`src/rtl/alu_share_arb.sv`:
```
// Two-requester arbiter/sequencer sharing one ALU: issue register (S1) drives
// the ALU, response register (S2) captures the result; full backpressure.
module alu_share_arb #(
  parameter int ARB_MODE = 0,
  parameter int OP_W     = 5
) (
  input  logic            clk,
  input  logic            rstn,
  input  logic            req0_valid,
  output logic            req0_ready,
  input  logic [31:0]     req0_a,
  input  logic [31:0]     req0_b,
  input  logic [OP_W-1:0] req0_op,
  input  logic [31:0]     req0_pc,
  input  logic            req1_valid,
  output logic            req1_ready,
  input  logic [31:0]     req1_a,
  input  logic [31:0]     req1_b,
  input  logic [OP_W-1:0] req1_op,
  input  logic [31:0]     req1_pc,
  output logic [31:0]     alu_a,
  output logic [31:0]     alu_b,
  output logic [OP_W-1:0] alu_op,
  output logic [31:0]     alu_pc,
  input  logic [31:0]     alu_c,
  input  logic            alu_zero,
  input  logic            alu_sign,
  input  logic            alu_overflow,
  input  logic            alu_carry,
  output logic            rsp_valid,
  input  logic            rsp_ready,
  output logic            rsp_id,
  output logic [31:0]     rsp_c,
  output logic [3:0]      rsp_flags,
  output logic            busy
);
  localparam logic [OP_W-1:0] ALU_NOP = '0;

  typedef struct packed {
    logic [31:0]     a;
    logic [31:0]     b;
    logic [31:0]     pc;
    logic [OP_W-1:0] op;
  } req_t;

  logic        v1, id1, v2, id2, last_n;
  req_t        s1, gnt_req;
  logic [31:0] c2;
  logic [3:0]  flags2;
  logic        s2_free, s1_free, g0, g1;

  always_comb begin
    s2_free = !v2 | rsp_ready;
    s1_free = !v1 | s2_free;
    if (ARB_MODE != 0) begin
      g0 = req0_valid;
      g1 = req1_valid & !req0_valid;
    end else begin
      // last_n = 1 hands priority to req1 when both contend
      g0 = req0_valid & (!req1_valid | !last_n);
      g1 = req1_valid & (!req0_valid | last_n);
    end
    gnt_req = g1 ? '{a: req1_a, b: req1_b, pc: req1_pc, op: req1_op}
                 : '{a: req0_a, b: req0_b, pc: req0_pc, op: req0_op};
  end

  // Gate with rstn so readies drop the moment reset asserts.
  assign req0_ready = rstn & s1_free & g0;
  assign req1_ready = rstn & s1_free & g1;

  always_ff @(posedge clk or negedge rstn) begin
    if (!rstn) begin
      v1     <= 1'b0;
      id1    <= 1'b0;
      s1     <= '{a: '0, b: '0, pc: '0, op: ALU_NOP};
      last_n <= 1'b0;
    end else if (s1_free) begin
      if (g0 | g1) begin
        v1     <= 1'b1;
        id1    <= g1;
        s1     <= gnt_req;
        last_n <= !g1;
      end else begin
        v1    <= 1'b0;
        s1.op <= ALU_NOP;
      end
    end
  end

  always_ff @(posedge clk or negedge rstn) begin
    if (!rstn) begin
      v2     <= 1'b0;
      id2    <= 1'b0;
      c2     <= '0;
      flags2 <= '0;
    end else if (v1 & s2_free) begin
      v2     <= 1'b1;
      id2    <= id1;
      c2     <= alu_c;
      flags2 <= {alu_zero, alu_sign, alu_overflow, alu_carry};
    end else if (rsp_ready) begin
      v2 <= 1'b0;
    end
  end

  assign alu_a     = s1.a;
  assign alu_b     = s1.b;
  assign alu_op    = s1.op;
  assign alu_pc    = s1.pc;
  assign rsp_valid = v2;
  assign rsp_id    = id2;
  assign rsp_c     = c2;
  assign rsp_flags = flags2;
  assign busy      = v1 | v2;
endmodule

```
`config.mk`:
```
export PLATFORM = sky130hd
export DESIGN_NAME = alu_share_arb
export DESIGN_NICKNAME = d
export VERILOG_FILES = /design/src/rtl/alu_share_arb.sv
export SDC_FILE = /design/constraint.sdc
export NUM_CORES = 1
export LEC_CHECK = 0
export ABC_AREA = 1
export CAP_MARGIN = 20
export CORE_AREA = 3 3 150 152
export DETAILED_ROUTE_END_ITERATION = 16
export DIE_AREA = 0 0 153 155
export DONT_BUFFER_PORTS = 1
export PLACE_DENSITY_LB_ADDON = 0.25
export SYNTH_ARGS = -nofsm -noshare
export SYNTH_HDL_FRONTEND = slang
export SYNTH_SLANG_ARGS = --single-unit
```
`constraint.sdc`:
```
create_clock -name clk -period 1.35 [get_ports clk]
set_input_delay 0.3375 -clock clk [delete_from_list [all_inputs] [get_ports clk]]
set_output_delay 0.3375 -clock clk [all_outputs]
set_load 0.005 [all_outputs]
```
==> After elaboration in Yosys (flattened, before gate mapping) <==
Cells that the tools add are included.
{ "word_totals": {"regBits": 142, "input_bits": 243, "output_inout_bits": 142, "elab_cells": 36} }
{ "classes": {"n_mux": 5, "bitwise": 12, "n_reduce_logical": 8} }
{ "ops": {"columns": ["operator", "n"], "rows": [
  ["$mux W101", 1],
  ["$and A1 B1 Y1", 6],
  ["$logic_not A1 Y1", 6],
  ["$or A1 B1 Y1", 6],
  ["$mux W5", 1],
  ["$mux W1", 3],
  ["$reduce_and A2 Y1", 1],
  ["$reduce_bool A2 Y1", 1]
]} }

==> Longest topological paths before layout <==
Gate-level depths: netlist (run 1).
{ "depth": {"word_depth": 5, "mapped_depth": 8, "depth_no_buf": 6} }

==> Worst setup path after synthesis (run 1) <==
No wires, ideal clock.
{ "synth_timing": {"path_type": "register to output", "from": "reg last_n", "to": "out req1_ready", "arrival_ns": 1.043, "required_time_ns": 1.013, "path_slack_ns": -0.030, "path_stages_with_launch": 7, "n_path_buf": 2, "path_cell_list": "dfrtp_1 > inv_1 > nand2_1 > nand2_1 > buf_2 > buf_2 > nor3_1"} }
{ "synth_via": {"elab_chain_len": 3} }
{ "synth_lines": {"columns": ["item", "line", "source"], "rows": [
  ["start, declared", "46", "logic v1, id1, v2, id2, last_n;"],
  ["start signal, assigned", "82", "last_n <= !g1;"],
  ["$or A1 B1 Y1", "61", "g1 = req1_valid & (!req0_valid | last_n);"],
  ["$and A1 B1 Y1", "61", null],
  ["$and A1 B1 Y1", "69", "assign req1_ready = rstn & s1_free & g1;"],
  ["end, declared", "16", "output logic req1_ready,"]
]} }
Every way passes these cells.

==> Final worst setup path (run 1) <==
{ "layout_timing": {"from": "reg v1", "to": "out req0_ready"} }
{ "layout_via": {"elab_chain_len": 4} }
{ "layout_lines": {"columns": ["item", "line", "source"], "rows": [
  ["start, declared", "46", null],
  ["start signal, assigned", "73", "v1 <= 1'b0;"],
  ["start signal, assigned", "79", "v1 <= 1'b1;"],
  ["start signal, assigned", "84", "v1 <= 1'b0;"],
  ["$logic_not A1 Y1", "54", "s1_free = !v1 | s2_free;"],
  ["$or A1 B1 Y1", "54", null],
  ["$and A1 B1 Y1 (2 in series)", "68", "assign req0_ready = rstn & s1_free & g0;"],
  ["end, declared", "10", "output logic req0_ready,"]
]} }
Every way passes these cells.

==> results of run 1 <==
-- placed cells by master, fill, tap and decap left out, drive strengths merged, types with 3 or more instances in the layout --
cell / Yosys / routed
inv: 108 / 111
nand3: 139 / 139
o21ai: 3 / 3
clkinvlp: 0 / 3
buf: 42 / 55
clkbuf: 24 / 35
dfrtp: 142 / 142
clkinv: 0 / 3
diode: 0 / 3
nand3b: 101 / 101
bufinv: 0 / 3
nand2: 387 / 387
-- final cells by class --
type | count | area, um2
Antenna cell | 3 | 7.507
Clock buffer | 18 | 439.2
Clock inverter | 12 | 161.4
Fill cell | 2123 | 11810
Inverter | 108 | 424.2
Multi-Input combinational cell | 633 | 3149
Sequential cell | 142 | 3553
Tap cell | 275 | 344.1
Timing Repair Buffer | 73 | 1267
-- state kept, by name, summed over array words and instances (netlist names) --
register	flops
rsp_flags	4
alu_pc	32
v1	1
last_n	1
alu_a	32
id1	1
alu_b	32
rsp_valid	1
rsp_c	32
rsp_id	1
alu_op	5
-- worst register-to-register path: stages (launching register included) --
cell                        delay [ps]
sky130_fd_sc_hd__dfrtp_1           420
sky130_fd_sc_hd__nand3_4           120
sky130_fd_sc_hd__buf_4             120
sky130_fd_sc_hd__buf_6             110
sky130_fd_sc_hd__nand2_8           110
sky130_fd_sc_hd__buf_12            150
sky130_fd_sc_hd__clkbuf_16         150
sky130_fd_sc_hd__clkbuf_16         150
sky130_fd_sc_hd__nand2_1            50
sky130_fd_sc_hd__nand2_1            50
-- what timing repair did --
item | in CTS | in global routing
buffers inserted | 10 | 6
gates cloned | 4 | 22
endpoints found under the hold margin | 142 | 142
gates resized for setup | 55 | 38
setup endpoints to repair | 78 | 107
pin swaps | 5 | 6
-- metal layers --
layer / vias to the layer above / global-route usage (%)
met3: 18 / 6.203
met1: 3072 / 23.28
met5: - / 0
li1: 3011 / -
met2: 314 / 33.68
met4: 0 / 4.752
-- report_power, final --
part | internal, mW | total, mW | switching [mW] | leakage (nW)
logic | 1.88 | 3.96 | 2.08 | 2.96
clock network | 2.96 | 4.88 | 1.93 | 0.285
registers | 5.36 | 6.42 | 1.06 | 1.70
-- worst paths after layout --
path	startpoint	endpoint	slack, ps	depth (start not counted)
setup / recovery	v1	req0_ready	-270	4
hold / removal	rstn	rsp_c[31]	-380	0
setup reg to reg	v1	alu_pc[6]	-200	9
hold reg to reg	id1	id1	490	2
max in group asynchronous	rstn	last_n	1420	0
min in group clk	alu_c[4]	rsp_c[4]	70	2
-- kinds of logic (layout without fill, tap and decap cells) --
family,after synthesis,in the layout,share of synthesized area (%)
AOI/OAI and AO/OA,3,3,0.2087
and+or+nand+nor,630,630,40.68
DFF,142,142,49.42
buffers and inverters,174,211,9.692
other,0,3,0
-- synth_stat cells --
| cell type | n |
|---|---|
| sky130_fd_sc_hd__or2_2 | 1 |
| sky130_fd_sc_hd__o21ai_0 | 3 |
| sky130_fd_sc_hd__buf_4 | 4 |
| sky130_fd_sc_hd__dfrtp_1 | 142 |
| sky130_fd_sc_hd__nand3_1 | 139 |
| sky130_fd_sc_hd__nand2_1 | 386 |
| sky130_fd_sc_hd__nand2_2 | 1 |
| sky130_fd_sc_hd__clkbuf_1 | 24 |
| sky130_fd_sc_hd__nor3_1 | 2 |
| sky130_fd_sc_hd__buf_2 | 23 |
| sky130_fd_sc_hd__buf_1 | 15 |
| sky130_fd_sc_hd__inv_2 | 2 |
| sky130_fd_sc_hd__inv_1 | 106 |
| sky130_fd_sc_hd__nand3b_1 | 101 |
==> results.md, run 1 <==
- Library cell used as clock root buffer: sky130_fd_sc_hd__clkbuf_16
- Area of the die: 0.02372 mm2
- Buffers added on ports: 0
- Data required time at the worst endpoint: 1010 ps
- Top routing layer in use: met4
- Worst-case setup slack after placement: -122.3 ps
- Cells taking the most area after synthesis: sky130_fd_sc_hd__dfrtp_1 49%, sky130_fd_sc_hd__nand2_1 20%, sky130_fd_sc_hd__nand3b_1 11%
- Cells after Synth: 949
- Category of the most critical setup path: reg2out
- Max Fanout on Critical Path: 3
- Placeable core area: 0.02115 mm2
- Critical Path, Cell by Cell: nand3_4 > inv_4 > nor3_2 > buf_4
- Smallest hold slack: -381.8 ps
- Setup TNS Final: -15940 ps
- Final wirelength: 26.25 mm
- Detailed Route Iter0 Violations: 565
- Slew Limit Headroom: 71.12%
- Portion of the clock cycle consumed by the worst path in the final layout: 120.0%
- Number of iterations in the first detailed-routing pass: 5
- I/O pin count: 385
- Sum of buffers and inverters on the critical path: 2
- Routability-driven placement congestion ratio: 0.8280
- Nature of the critical path startpoint: flop
- Delay of the slowest cell on the worst path: 420 ps
- Count of placed standard cells including taps: 1192
- GR Util All Layers: 19.30%
- Placement row count: 53
- Maximum clock path buffer count: 2
- Post-synthesis sequential area ratio: 49.42%
- Post-synthesis register bit count: 142
- Routed Antenna Nets: 0
- Crit path setup slack, layout: -270.0 ps
- CP endpoint kind: output pin
- Die X-Extent: 153 um
- Vias per std cell: 5.075
- Max-slew violation count: 0
- Clock insertion delay at the later pin of the skew report: 410 ps
- Setup repair after global routing missed its margin: true
- Overall overflow remaining after global route: 0
- Clock-pin slew on the worst setup and hold paths: 60 ps
- Max-cap viol count: 0
- Standby leakage power: 4.942 nW
- Failing checks: hold timing, setup timing
- WL per Instance: 20.76 um
- Met1 layer wirelength in the final routing: 10.38 mm
- Die Ht: 155 um
- Worst path top cell family by delay: flip-flops
- Layout Nets: 1218
- Total number of yosys warnings: 0
- Final routed DRC violation total: 0
- Pin count of the biggest net entering global routing: 144
- Class of the most critical hold timing path: in2async
- Library cell with the largest summed area after synthesis: sky130_fd_sc_hd__dfrtp_1
- Slew at the pin with the worst max-slew slack: 433.2 ps
- Library cells used by synthesis: 14
- Final worst path period need: 1620 ps
- HPWL reported at the end of detailed placement: 16.22 mm
- Final cell count without fillers: 1264
- Level count of the clock H-tree: 4
- Data arrival time of the worst path: 1280 ps
- Post-Route Utilization: 44.18%
- Global-route wire length before repair: 36.19 mm
- Final Setup Violations: 107
- Clock tree from TritonCTS: built
- Proportion of netlist area held by the largest area contributor: 49.42%
- CTS sink cnt: 142
- Area post-placement: 0.007637 mm2
- Worst clock skew: 8.765 ps
- Critical Path Slowest Stage Cell: sky130_fd_sc_hd__dfrtp_1
- Post-Syn Area per Cell: 7.577 um2
- Mapped cell area: 0.007191 mm2
- Max Freq: 617.3 MHz
- Total met3 wirelength after detailed routing: 2.050 mm
- Total power per unit cell area: 1634 mW/mm2
- Detail Route met2 WL: 13.55 mm
- Number of global-route vias before repair: 6192
- Run status: finished with violations
- Antenna violations before repair: 2
- Starting utilization of the core area: 33.99%
- Fraction of layout cells with a size suffix above 1: 14.50%
- Layout overhead on the synthesized area: 29.98%
- CTS buffer count: 17
- Synthesized net count: 1192
- Number of endpoints with negative hold slack in the final report: 142
- Final standard cell area without fillers: 0.009346 mm2
- Tot Pwr: 15.27 mW
- Peak VDD IR: 758.5 uV
- Routed via count: 6415
Note: power is estimated with default switching activity, not from simulation.
==> run 2: changes to the inputs <==
CORE_AREA = 2 2 149 151   (was 3 3 150 152)
DIE_AREA = 0 0 151 153   (was 0 0 153 155)
==> results.md, run 2 (synthesized netlist as in run 1, its figures left out) <==
- Library cell used as clock root buffer: sky130_fd_sc_hd__clkbuf_16 (unchanged)
- Antenna violations before repair: 2 (unchanged)
- CTS buffer count: 17 (unchanged)
- Critical Path Start: rsp_valid (was v1)
- Peak VDD IR: 645.9 uV (was 758.5 uV)
- Sum of buffers and inverters on the critical path: 1 (was 2)
- Crit path setup slack, layout: -266.6 ps (was -270.0 ps)
- Area post-placement: 0.007594 mm2 (was 0.007637 mm2)
- Final routed DRC violation total: 0 (unchanged)
- Fraction of layout cells with a size suffix above 1: 8.122% (was 14.50%)
- Category of the most critical setup path: reg2out (unchanged)
- Placeable core area: 0.02149 mm2 (was 0.02115 mm2)
- Internal power consumption: 9.186 mW (was 10.21 mW)
- Data required time at the worst endpoint: 1010 ps (about the same)
- Data arrival time of the worst path: 1280 ps (about the same)
- Max Fanout on Critical Path: 3 (unchanged)
- GR Util All Layers: 18.60% (was 19.30%)
- Flop pwr share: 45.7% (was 42.1%)
- Buffers added on ports: 0 (unchanged)
- Setup repair after global routing missed its margin: true (unchanged)
- Number of fillers in the final layout: 2237 (was 2123)
- HPWL reported at the end of detailed placement: 14.83 mm (was 16.22 mm)
- Routability-driven placement congestion ratio: 0.8107 (was 0.8280)
- Level count of the clock H-tree: 4 (unchanged)
- Vias per std cell: 5.020 (was 5.075)
- Slew Limit Headroom: 84.00% (was 71.12%)
- Clock insertion delay at the later pin of the skew report: 420 ps (was 410 ps)
- CP endpoint kind: output pin (unchanged)
- Switching power total: 4.777 mW (was 5.066 mW)
- WL per Instance: 18.97 um (was 20.76 um)
- Maximum clock path buffer count: 2 (unchanged)
- Starting utilization of the core area: 33.47% (was 33.99%)
- Smallest hold slack: -384.9 ps (was -381.8 ps)
- Final standard cell area without fillers: 0.008453 mm2 (was 0.009346 mm2)
- Pin count of the biggest net entering global routing: 144 (unchanged)
- Detailed Route Iter0 Violations: 343 (was 565)
- I/O pin count: 385 (unchanged)
- Max-slew violation count: 0 (unchanged)
- Switching Share: 34.21% (was 33.17%)
- Critical Path, Cell by Cell: buf_4 > or2_2 (was nand3_4 > inv_4 > nor3_2 > buf_4)
- Critical Path Slowest Stage Cell: sky130_fd_sc_hd__dfrtp_1 (unchanged)
- Run status: finished with violations (unchanged)
- Routed Antenna Nets: 0 (unchanged)
- Placement row count: 54 (was 53)
- Nature of the critical path startpoint: flop (unchanged)
- Area occupied by multi-input gates: 0.003007 mm2 (was 0.003149 mm2)
- Final Setup Violations: 12 (was 107)
- Clock tree from TritonCTS: built (unchanged)
- Combinational share of power: 22.1% (was 26.0%)
- Standby leakage power: 4.498 nW (was 4.942 nW)
- Final cell count without fillers: 1230 (was 1264)
- Number of global-route vias before repair: 6123 (was 6192)
- Global-route wire length before repair: 33.39 mm (was 36.19 mm)
- Area of the die: 0.02310 mm2 (was 0.02372 mm2)
- CTS sink cnt: 142 (unchanged)
- Max Freq: 618.6 MHz (was 617.3 MHz)
- Top library cells by usage in the layout, fill and taps aside: 382 x sky130_fd_sc_hd__nand2_1, 142 x sky130_fd_sc_hd__dfrtp_1, 136 x sky130_fd_sc_hd__nand3_1, 105 x sky130_fd_sc_hd__inv_1, 101 x sky130_fd_sc_hd__nand3b_1 (was 380 x sky130_fd_sc_hd__nand2_1, 142 x sky130_fd_sc_hd__dfrtp_1, 115 x sky130_fd_sc_hd__nand3_1, 104 x sky130_fd_sc_hd__inv_1, 101 x sky130_fd_sc_hd__nand3b_1)
- Number of iterations in the first detailed-routing pass: 5 (unchanged)
- Worst clock skew: 14.87 ps (was 8.765 ps)
- Portion of the clock cycle consumed by the worst path in the final layout: 119.7% (was 120.0%)
- Clock-pin slew on the worst setup and hold paths: 60 ps (about the same)
- Count of placed standard cells including taps: 1187 (was 1192)
- Total power per unit cell area: 1652 mW/mm2 (was 1634 mW/mm2)
- Seq. cell area: 0.003553 mm2 (unchanged)
- Share of total power in the clock network: 32.2% (was 32.0%)
- Number of endpoints with negative hold slack in the final report: 142 (unchanged)
- Final worst path period need: 1617 ps (was 1620 ps)
- Die Ht: 153 um (was 155 um)
- Max-cap viol count: 0 (unchanged)
- Worst r2r src: rsp_valid (was v1)
- Most common library cell in the layout ignoring fill and taps: sky130_fd_sc_hd__nand2_1 (unchanged)
- Worst path top cell family by delay: flip-flops (unchanged)
- Die X-Extent: 151 um (was 153 um)
- Routed via count: 6175 (was 6415)
- Layout Nets: 1179 (was 1218)
- Final wirelength: 23.33 mm (was 26.25 mm)
- Layout overhead on the synthesized area: 17.56% (was 29.98%)
- Slew at the pin with the worst max-slew slack: 237.5 ps (was 433.2 ps)
- Overall overflow remaining after global route: 0 (unchanged)
- Class of the most critical hold timing path: in2async (unchanged)
- Delay of the slowest cell on the worst path: 410 ps (was 420 ps)
- Failing checks: hold timing, setup timing (unchanged)
run 2: cell count changes in the layout (fill, tap and decap cells not counted), sizes merged:
cell / delta
buf: -28
clkbuf: -9
bufinv: -2
clkinvlp: +2
bufbuf: -1
clkinv: -1
diode: -1
inv: +1
run 2: what timing repair did:
item                                   in CTS  in global routing
resized for setup                           8                 18
setup buffers                               1                  2
cloned                                      0                  7
endpoints found under the hold margin     142                142
pin swaps                                   1                  1
setup endpoints to repair                  64                 57
run 2: routing by layer:
layer  part of all wire (%)  up-vias  global-route usage [%]
met5                      0        -                       0
met4                    2.2        0                   6.498
met3                    9.9       33                   6.836
met2                     48      295                   31.00
met1                     39     2928                   21.99
li1                       -     2919                       -
run 2: worst paths after layout:
path	slack [ps]	end	depth (start not counted)
hold / removal	-380	rsp_c[31]	0
hold reg to reg	500	rsp_c[7]	2
max in group asynchronous	1510	alu_pc[30]	0
setup / recovery	-270	busy	2
setup reg to reg	-10	alu_a[26]	7
min in group clk	70	rsp_c[12]	2
run 2: area by class of cell:
cell class / count / area share (%)
flip-flops and latches: 142 / 42.04
multi-input cells: 633 / 35.57
repair buffers: 34 / 6.824
clock buffers: 19 / 5.121
inverters: 108 / 4.914
well taps: 280 / 4.144
clock inverters: 12 / 1.332
diodes: 2 / 0.05921
run 2: worst register-to-register path: cells and delay by family, from the launching register on:
| kind | cells | cell delay [ps] |
|---|---|---|
| AND/OR/NAND/NOR | 4 | 370 |
| flip-flops | 1 | 410 |
| buffers and inverters | 3 | 540 |
run 2: metrics by stage:
stage / hold WS (ps) / total power [mW] / utilization (%) / setup slack, ps / TNS (ps)
after floorplan: 41.91 / 8.108 / - / 6.958 / 0
final: -384.9 / 13.96 / 39.34 / -266.6 / -723.8
after global routing: -420.2 / 14.89 / 39.34 / -343.7 / -6540
after global placement: 44.92 / 9.136 / 35.34 / -60.45 / -1951
after detailed placement: 44.97 / 9.204 / 35.34 / -69.33 / -2439
after CTS: -412.2 / 13.83 / 38.06 / -310.0 / -821.8
run 2: power by group through the flow:
| stage | Combinational [mW] | Sequential [mW] | Clock (mW) |
|---|---|---|---|
| after detailed placement | 2.76 | 6.44 | 0 |
| after CTS | 2.79 | 6.40 | 4.63 |
| after floorplan | 2.03 | 6.08 | 0 |
| final | 3.08 | 6.38 | 4.50 |
| after global placement | 2.67 | 6.46 | 0 |
| after global routing | 3.53 | 6.54 | 4.82 |
==> RTL edit, RTL diff (config.mk and constraints of run 1) <==
Put one more register stage on the output `rsp_flags`. The value now appears one clock later. The other outputs are not delayed to match.
--- a/src/rtl/alu_share_arb.sv
+++ b/src/rtl/alu_share_arb.sv
@@ -110,7 +110,9 @@
   assign rsp_valid = v2;
   assign rsp_id    = id2;
   assign rsp_c     = c2;
-  assign rsp_flags = flags2;
+  always_ff @(posedge clk) begin
+    rsp_flags <= flags2;
+  end
   assign busy      = v1 | v2;
 endmodule
 
Check against the original RTL: not equivalent (a bounded check fails within 4 cycles, from zero or initial values and one cycle with rstn low).
==> RTL edit against run 1 <==
  * The run still ends with hold timing, setup timing left
  * Register-to-register slack better by 0.20 ns
  * Worst setup slack improved by 0.024 ns
  * Cell area decreased by 6.8%
  * Area after synthesis increased by 1.1%
  * Clock skew is 0.0015 ns higher
  * Power down 6.6%
  * Sequential cell count up 4
  * Routed wire length is 10% lower
  * Critical endpoint unchanged
==> RTL edit: results <==
{
  "outcome": "finished with violations",
  "violations": "hold timing, setup timing",
  "netlist_area_um2": 7270,
  "use_met2": 0.307,
  "first_iter_violations": 370,
  "reg2reg_from": "last_n",
  "htreeDepth": 4,
  "async_flop_share": 0.973,
  "skew_ns": 0.0102,
  "postPlaceCellArea_um2": 7770,
  "cts.repair.resized": 10,
  "syn_inst": 953,
  "wl_met1_um": 9180,
  "fillers": 2188,
  "highest_layer": "met5",
  "grt_use_met3": 0.0718,
  "p_leak_nw": 4.64,
  "reg2reg_depth": 8,
  "grtUsageMet1": 0.226,
  "dp_hpwl_um": 16100,
  "setup_ws_ns": -0.246,
  "clkTransAtPathRegs_ns": 0.07,
  "cts_setup_buffers": 1,
  "p_sw_w": 0.00491,
  "hold_ws_ns": -0.388,
  "via_per_inst": 4.96,
  "met2_length_um": 11700,
  "yosys-top-cells-area": "dfrtp_1 (49%), nand2_1 (20%), nand3b_1 (10%)",
  "drive_gt1_frac": 0.100,
  "vias": 6162,
  "wl_met3_um": 2270,
  "setup_tns_ns": -0.655,
  "synth_fp_nets": 1196,
  "arrival_ns": 1.26,
  "grt_pass1_wl_um": 34900,
  "grt_pass1_vias": 6061,
  "final-hold-violation-count": 142,
  "yosysUniqueCellTypes": 15,
  "finalSetupViolCount": 5,
  "crit_start": "v1",
  "r2r_setup_slack_ns": 0,
  "track_usage": 0.186,
  "drt_first_pass_iters": 4,
  "antenna_found_initial": 1,
  "diodes": 0,
  "path_max_fanout": 3,
  "cts_buffers": 17,
  "rr_endpoint": "alu_pc[10]",
  "worstMarginPinSlew_ns": 0.356,
  "yosysSeqAreaShare": 0.500,
  "wl_per_cell_um": 19.0,
  "peakVddDrop_uv": 655,
  "dp_slack_ns": -0.0558,
  "crit_slowest_cell": "dfrtp_1",
  "synthTopCellsByCount": "nand2_1 (386), dfrtp_1 (142), nand3_1 (139), inv_1 (106), nand3b_1 (101)",
  "gp_congestion": 0.775,
  "root_buffer": "clkbuf_16",
  "grt_max_degree": 144,
  "synth-compound-area-share": 0.00207
}
RTL edit: changes by cell type after synthesis:
cell,before,now
dfxtp_1,0,4
RTL edit: cells by family (layout without fill, tap and decap cells):
kind of cell,count (synthesis),after routing
and+or+nand+nor,630,630
AOI/OAI and AO/OA,3,3
DFF,146,146
buffers and inverters,174,189
RTL edit: area by class of cell:
class                           instances  area, um^2  share of cell area
Timing Repair Buffer                   49         736              0.0845
Inverter                              108         409              0.0470
Tap cell                              275         344              0.0395
Sequential cell                       146        3630               0.417
Clock buffer                           18         439              0.0504
Multi-Input combinational cell        633        3030               0.347
Clock inverter                         14         120              0.0138
RTL edit: power groups by stage:
stage,sequential (W),clock [W],combinational [W]
global route,0.00670,0.00487,0.00362
CTS,0.00659,0.00469,0.00290
floorplan,0.00625,0,0.00203
finish,0.00656,0.00452,0.00317
global placement,0.00666,0,0.00280
detailed placement,0.00664,0,0.00287
